**config.mk**
```make
export PLATFORM = sky130hd
export DESIGN_NAME = game_tick_gen
export DESIGN_NICKNAME = d
export VERILOG_FILES = /design/src/rtl/game_tick_gen.sv
export SDC_FILE = /design/constraint.sdc
export NUM_CORES = 1
export LEC_CHECK = 0
export ABC_CLOCK_PERIOD_IN_PS = 9540
export CAP_MARGIN = 10
export CORE_MARGIN = 2
export CORE_UTILIZATION = 45
export CTS_CLUSTER_DIAMETER = 30
export DETAILED_ROUTE_END_ITERATION = 8
export PLACE_DENSITY_LB_ADDON = 0.1
export SLEW_MARGIN = 20
export SYNTH_ARGS = -nofsm -noshare
export SYNTH_HDL_FRONTEND = slang
export SYNTH_SLANG_ARGS = --single-unit
```
**constraint.sdc**
```tcl
create_clock -name clk_i -period 9.54 [get_ports clk_i]
set_input_delay 0.954 -clock clk_i [delete_from_list [all_inputs] [get_ports clk_i]]
set_output_delay 0.954 -clock clk_i [all_outputs]
set_load 0.02 [all_outputs]
```
**src/rtl/game_tick_gen.sv**
```systemverilog
// Multi-channel programmable tick generator for game timing.
// A global IDLE/RUN/PAUSED FSM gates per-channel divide-by-N counters; channel 0 drives a frame count.
module game_tick_gen #(
    parameter int unsigned NUM_CH      = 4,
    parameter int unsigned CNT_W       = 26,
    parameter int unsigned DEFAULT_DIV = 1000000,
    parameter int unsigned FRAME_W     = 16
) (
    input  logic               clk_i,
    input  logic               rst_ni,
    input  logic               enable_i,
    input  logic               pause_i,
    input  logic [NUM_CH-1:0]  div_load_i,
    input  logic [CNT_W-1:0]   div_value_i,
    input  logic [NUM_CH-1:0]  slow_i,
    output logic [NUM_CH-1:0]  tick_o,
    output logic [FRAME_W-1:0] frame_cnt_o,
    output logic               running_o
);

    localparam logic [1:0] StIdle   = 2'd0;
    localparam logic [1:0] StRun    = 2'd1;
    localparam logic [1:0] StPaused = 2'd2;

    localparam logic [CNT_W-1:0]   DefDiv  = CNT_W'(DEFAULT_DIV);
    localparam logic [CNT_W-1:0]   CntOne  = CNT_W'(1);
    localparam logic [FRAME_W-1:0] FrameOne = FRAME_W'(1);

    logic rst_sync1_q, rst_sync2_q;
    logic rst_int_n;

    logic [1:0]         state_q, state_d;
    logic               running_q, running_d;
    logic [CNT_W-1:0]   cnt_q [NUM_CH];
    logic [CNT_W-1:0]   cnt_d [NUM_CH];
    logic [CNT_W-1:0]   div_q [NUM_CH];
    logic [CNT_W-1:0]   div_d [NUM_CH];
    logic [NUM_CH-1:0]  phase_q, phase_d;
    logic [NUM_CH-1:0]  tick_q, tick_d;
    logic [FRAME_W-1:0] frame_q, frame_d;
    logic               count_en;

    // Assertion is asynchronous; release is delayed two edges so it never lands mid-edge.
    always_ff @(posedge clk_i or negedge rst_ni) begin
        if (!rst_ni) begin
            rst_sync1_q <= 1'b0;
            rst_sync2_q <= 1'b0;
        end else begin
            rst_sync1_q <= 1'b1;
            rst_sync2_q <= rst_sync1_q;
        end
    end

    assign rst_int_n = rst_sync2_q;

    // Every enabled state resolves by pause alone, so the FSM reduces to one mux.
    always_comb begin
        state_d = state_q;
        if (!enable_i) begin
            state_d = StIdle;
        end else begin
            case (state_q)
                StIdle, StRun, StPaused: state_d = pause_i ? StPaused : StRun;
                default:                 state_d = StIdle;
            endcase
        end
    end

    // Counting only happens on edges that start and end in RUN.
    assign count_en  = (state_q == StRun) && (state_d == StRun);
    assign running_d = (state_d == StRun);

    always_comb begin
        for (int i = 0; i < NUM_CH; i++) begin
            div_d[i]   = div_q[i];
            cnt_d[i]   = cnt_q[i];
            phase_d[i] = phase_q[i];
            tick_d[i]  = 1'b0;
            if (div_load_i[i]) begin
                div_d[i]   = div_value_i;
                cnt_d[i]   = '0;
                phase_d[i] = 1'b0;
            end else if (state_d == StIdle) begin
                cnt_d[i]   = '0;
                phase_d[i] = 1'b0;
            end else if (count_en) begin
                // Divisor 0 and 1 both terminate every cycle.
                if ((div_q[i] == '0) || (cnt_q[i] == div_q[i] - CntOne)) begin
                    cnt_d[i]   = '0;
                    phase_d[i] = ~phase_q[i];
                    tick_d[i]  = ~slow_i[i] | phase_q[i];
                end else begin
                    cnt_d[i] = cnt_q[i] + CntOne;
                end
            end
        end
    end

    always_comb begin
        frame_d = frame_q;
        if (state_d == StIdle) begin
            frame_d = '0;
        end else if (tick_d[0]) begin
            frame_d = frame_q + FrameOne;
        end
    end

    always_ff @(posedge clk_i or negedge rst_int_n) begin
        if (!rst_int_n) begin
            state_q   <= StIdle;
            running_q <= 1'b0;
            phase_q   <= '0;
            tick_q    <= '0;
            frame_q   <= '0;
            for (int i = 0; i < NUM_CH; i++) begin
                cnt_q[i] <= '0;
                div_q[i] <= DefDiv;
            end
        end else begin
            state_q   <= state_d;
            running_q <= running_d;
            phase_q   <= phase_d;
            tick_q    <= tick_d;
            frame_q   <= frame_d;
            for (int i = 0; i < NUM_CH; i++) begin
                cnt_q[i] <= cnt_d[i];
                div_q[i] <= div_d[i];
            end
        end
    end

    assign tick_o      = tick_q;
    assign frame_cnt_o = frame_q;
    assign running_o   = running_q;

endmodule

```
Yosys cells after proc, flatten, opt, wreduce, memory -nomap -nowiden
Cells that the tools add are included.
{ "word_totals": {"input_bits": 38, "output_inout_bits": 21, "elab_cells": 124, "ff_bits": 237} }
{ "classes": {"eq_ne": 7, "add_sub_neg": 9, "n_mux": 53, "bitwise": 12, "reduce_logical": 25} }
{ "op_table": {"columns": ["op", "n"], "rows": [
  ["26-bit two-way mux", 16],
  ["26-bit by 1-bit adder with 26-bit output (second input constant)", 4],
  ["26-bit == test", 4],
  ["26-bit zero test", 4],
  ["26-bit by 1-bit subtractor with 26-bit output (second input constant)", 4],
  ["1-bit two-way mux", 32],
  ["16-bit two-way mux", 2],
  ["3-bit nonzero test", 8],
  ["16-bit by 1-bit adder with 16-bit output (second input constant)", 1],
  ["1-bit NOT", 8],
  ["2-bit AND reduction", 4],
  ["2-bit two-way mux", 3],
  ["2-bit by 1-bit == test with 1-bit output (second input constant)", 2],
  ["2-bit zero test", 2],
  ["1-bit logical OR", 4],
  ["1-bit bitwise OR", 4],
  ["3-bit OR reduction", 1],
  ["2-bit == test (second input constant)", 1],
  ["2-bit nonzero test", 1],
  ["1-bit logical AND", 1]
]} }

Longest topological paths before layout
{ "logic_depth": {"word_depth": 11, "mapped_depth": 13} }

Worst setup path before layout
OpenSTA, ideal clock, no wires.
{ "synth_path": {"path_type": "register to register", "start": "register div_q[90] (netlist bit)", "end": "register phase_q[0]", "setup_ns": 0.127, "stages_incl_launch_ff": 13, "t_arrival_ns": 3.561, "n_path_buf": 3, "slack_ns": 5.852, "synth_period_minus_slack_ns": 3.688, "cell_sequence": "dfrtp_1 buf_6 or4_4 or4_1 buf_2 o31ai_4 o2111ai_1 or4_1 or4_1 o21ai_2 and2_1 buf_6 mux2_1"} }
{ "synth_between": {"elab_chain_len": 5, "word_cells_on_any_way": 6, "classes_between": "add/sub: 1; eq/ne: 1; reduce/logical: 4"} }
{ "synth_lines": {"columns": ["item", "line_no", "text"], "rows": [
  ["from (decl)", "36", "logic [CNT_W-1:0] div_q [NUM_CH];"],
  ["from (signal, indexed assignment)", "117", "div_q[i] <= DefDiv;"],
  ["from (signal, indexed assignment)", "127", "div_q[i] <= div_d[i];"],
  ["26-bit by 1-bit subtractor with 26-bit output", "88", "if ((div_q[i] == '0) || (cnt_q[i] == div_q[i] - CntOne)) begin"],
  ["26-bit == test", "88", null],
  ["1-bit logical OR *", "88", null],
  ["3-bit nonzero test (no line) *", null, null],
  ["2-bit AND reduction (no line) *", null, null],
  ["to (signal assigned)", "122", "phase_q <= phase_d;"],
  ["to (decl)", "38", "logic [NUM_CH-1:0] phase_q, phase_d;"]
]} }
Every way passes the cells marked *; elsewhere a longest branch is shown, timed or not.
A chain may end at the register's enable or synchronous reset.

Worst setup path after layout
{ "layout_path": {"start": "register div_q[80] (netlist bit)", "end": "register phase_q[0]"} }
The elaborated chain is that of the path after synthesis.

==> metrics.csv <==
metric,value,unit
setup slack after layout,4.80,ns
Worst Path Buf+Inv,0,
Worst-Skew Late Latency,0.59,ns
area share of the largest cell type after synthesis,36.1,%
"Req. time, crit path",10.01,ns
global route total overflow,0,
outcome,"complete, no violations",
gpl congestion,0.922,
Power Dens Cells,198,mW/mm^2
Final period util,49.7,%
Setup Skew,0.0206,ns
"Max FO, Critical Path",16,
worst r2r dst,phase_q[0],
Fin. Hold Viols,0,
Die Height,183,microns
vias in the first global route,11700,
pin count of the biggest net entering global routing,74,
DP Worst Slack,4.88,ns
worst r2r src,div_q[80],
synthesized area,0.0145,sq mm
First-pass DRT Iterations,5,
register area,0.00597,sq mm
ys async rst share,100,%
most frequent cells in the layout,"208 x dfrtp_1, 171 x nor2_1, 119 x nand2_1",
flop2flop setup slack,4.80,ns
"Seq/Total Area, Yosys",41.1,%
GRT Total Usage,23.6,%
Worst Hold Depth,0,
area of the multi-input gates,0.00808,sq mm
Routed wire per std cell,19.0,microns
antenna violations before repair,4,
post-CTS sizing,0,
Synth Instances,1543,
crit-path max cell delay,0.67,ns
Worst setup EP type,register,
Pleak,6.87,nW
FP Rows,65,
HPWL Detailed,27400,microns
area growth from synthesis to layout,20.2,%
filler cell count,2781,
final WL,39100,microns
setup_tns,0,ns
DRC violation count after routing,0,
max cap viols,0,
"EDFF count, synth",0,
WS Path Type,reg2reg,
cells on worst reg2reg path,9,
"Net Count, Synth",1594,
"Reg clk slew, reported paths",0.04,ns
Synth Flop Type,dfrtp_1,
"top cells by area, synth","dfrtp_1 36%, mux2_2 7.3%, xnor2_1 6.7%",
RSZ-0062 raised after global routing,no,
Initial Utilization,45.8,%
postcts setup bufs,0,
Root Driver,clkbuf_16,
Iteration-0 DRC Markers,764,
Ports,59,
maximum level of the CTS H-tree,2,
yosys warns,0,
VDD IR max,0.159,mV
DR vias,11800,
slowest CP cell,or4_1,
TritonCTS Buffers,61,
Arrival @ worst endpoint,5.21,ns
Yosys reg bits,237,
clock buffer depth,3,
final slew viol count,0,
Netlist cell types,80,
CP Cell Sequence,or4_1 -> nor4_1 -> and3_1 -> o2111ai_1 -> or4_1 -> or4_1 -> o21ai_2 -> and2_1 -> mux2_1,
Synth area leader,dfrtp_1,
port buffer count,58,
ANT nets after route,0,
HP Start,rst_sync1_q,
final setup violation count,0,
most numerous cell on the critical path,or4_1,
Rel. slew slack,34.7,%
TritonCTS sink count,237,
CP startpoint kind,register,
cts hold-fix bufs,0,
Via density,5.73,
chip width,183,microns
layout cells sized above 1,15.6,%
Final nets,1650,
first-pass GRT wire length,62700,microns
Inserted Diodes,0,
f_max,211,MHz
CTS tree,done,
family with the most delay on the worst path,simple AND/OR/NAND/NOR gates,
syn avg cell area,9.40,sq um
fin crit period,4.74,ns
Least-Margin Pin Slew,0.980,ns
"most common cell after layout, fill and taps aside",dfrtp_1,
die outline area,0.0337,sq mm
Hold EP,rst_int_n,
Hold WC Path Type,reg2reg,
core area,0.0316,sq mm
[per-layer routing]
layer	global-route usage [%]	share of wire, %	vias to the layer above
met5	0	0	-
li1	-	-	5676
met2	37.9	46	226
met1	32.3	46	5796
met3	4.06	4.9	73
met4	8.00	2.8	0
[cells in the mapped netlist (all sizes together), types with 13 or more instances]
library cell,instances
nor4,43
xnor2,111
nor3,47
xor2,99
nand2b,24
nand4,44
dfstp,28
mux2,95
clkbuf,64
inv,36
nor2,171
nand2,119
dfrtp,209
o21ai,52
or3,20
and3,28
or4,25
nor3b,13
ha,13
nand3,59
buf,13
a21oi,29
mux2i,19
[worst register-to-register path, cell delays in order (launching register included)]
cell and delay [ns]:
dfrtp_1 0.48, or4_1 0.67, nor4_1 0.65, and3_1 0.29, o2111ai_1 0.13, or4_1 0.56, or4_1 0.44, o21ai_2 0.45
and2_1 0.59, mux2_1 0.37
[worst max-delay path by stage]
stage | from | end | slack (ns) | depth (start not counted)
finish | div_q[80] | phase_q[0] | 4.80 | 9
global route | div_q[78] | phase_q[0] | 4.46 | 11
CTS | div_q[78] | phase_q[0] | 4.84 | 11
detailed placement | div_q[78] | phase_q[0] | 4.88 | 11
global placement | div_q[80] | phase_q[0] | 4.97 | 9
floorplan | rst_int_n | cnt_q[0] | 2.50 | 0
[kinds of logic after synthesis]
| logic type | count (synthesis) | share of synthesized area, % |
|---|---|---|
| other | 1 | 0.0259 |
| AO/OA/AOI/OAI | 188 | 9.03 |
| XOR/XNOR | 210 | 12.7 |
| flip-flops | 237 | 41.1 |
| AND/OR/NAND/NOR | 667 | 24.2 |
| multiplexers | 114 | 8.69 |
| adder cells (fa/ha/maj) | 13 | 1.12 |
| buffers and inverters | 113 | 3.14 |
[power breakdown]
part / internal [W] / switching, W / leakage [nW] / total (W)
Combinational: 0.000132 / 0.000162 / 2.82 / 0.000294
Clock: 0.00136 / 0.000656 / 1.01 / 0.00202
Sequential: 0.00106 / 0.0000797 / 3.04 / 0.00114
[cell type report]
class | count | area share, %
clock inverters | 33 | 2.10
flip-flops and latches | 237 | 34.3
well taps | 402 | 2.89
repair buffers | 70 | 3.85
multi-input cells | 1193 | 46.3
inverters | 36 | 0.775
clock buffers | 82 | 9.79
[state kept, by name, indices dropped and copies added (netlist names)]
| register | cells |
|---|---|
| cnt_q | 104 |
| div_q | 104 |
| frame_cnt_o | 16 |
| phase_q | 4 |
| rst_int_n | 1 |
| rst_sync1_q | 1 |
| running_o | 1 |
| state_q | 2 |
| tick_o | 4 |
[through the flow]
stage | hold slack, ns | utilization (%) | area, sq um | total power (W) | instances
2_1_floorplan | 0.331 | - | 14500 | 0.00135 | 1543
3_3_place_gp | 0.335 | 48.5 | 15400 | 0.00145 | 1938
3_5_place_dp | 0.341 | 48.5 | 15400 | 0.00145 | 1938
4_1_cts | 0.352 | 55.1 | 17400 | 0.00350 | 2053
5_1_grt | 0.371 | 55.1 | 17400 | 0.00360 | 2053
6_report | 0.345 | 55.1 | 17400 | 0.00346 | 2053
Power figures use the tool's default switching activity.
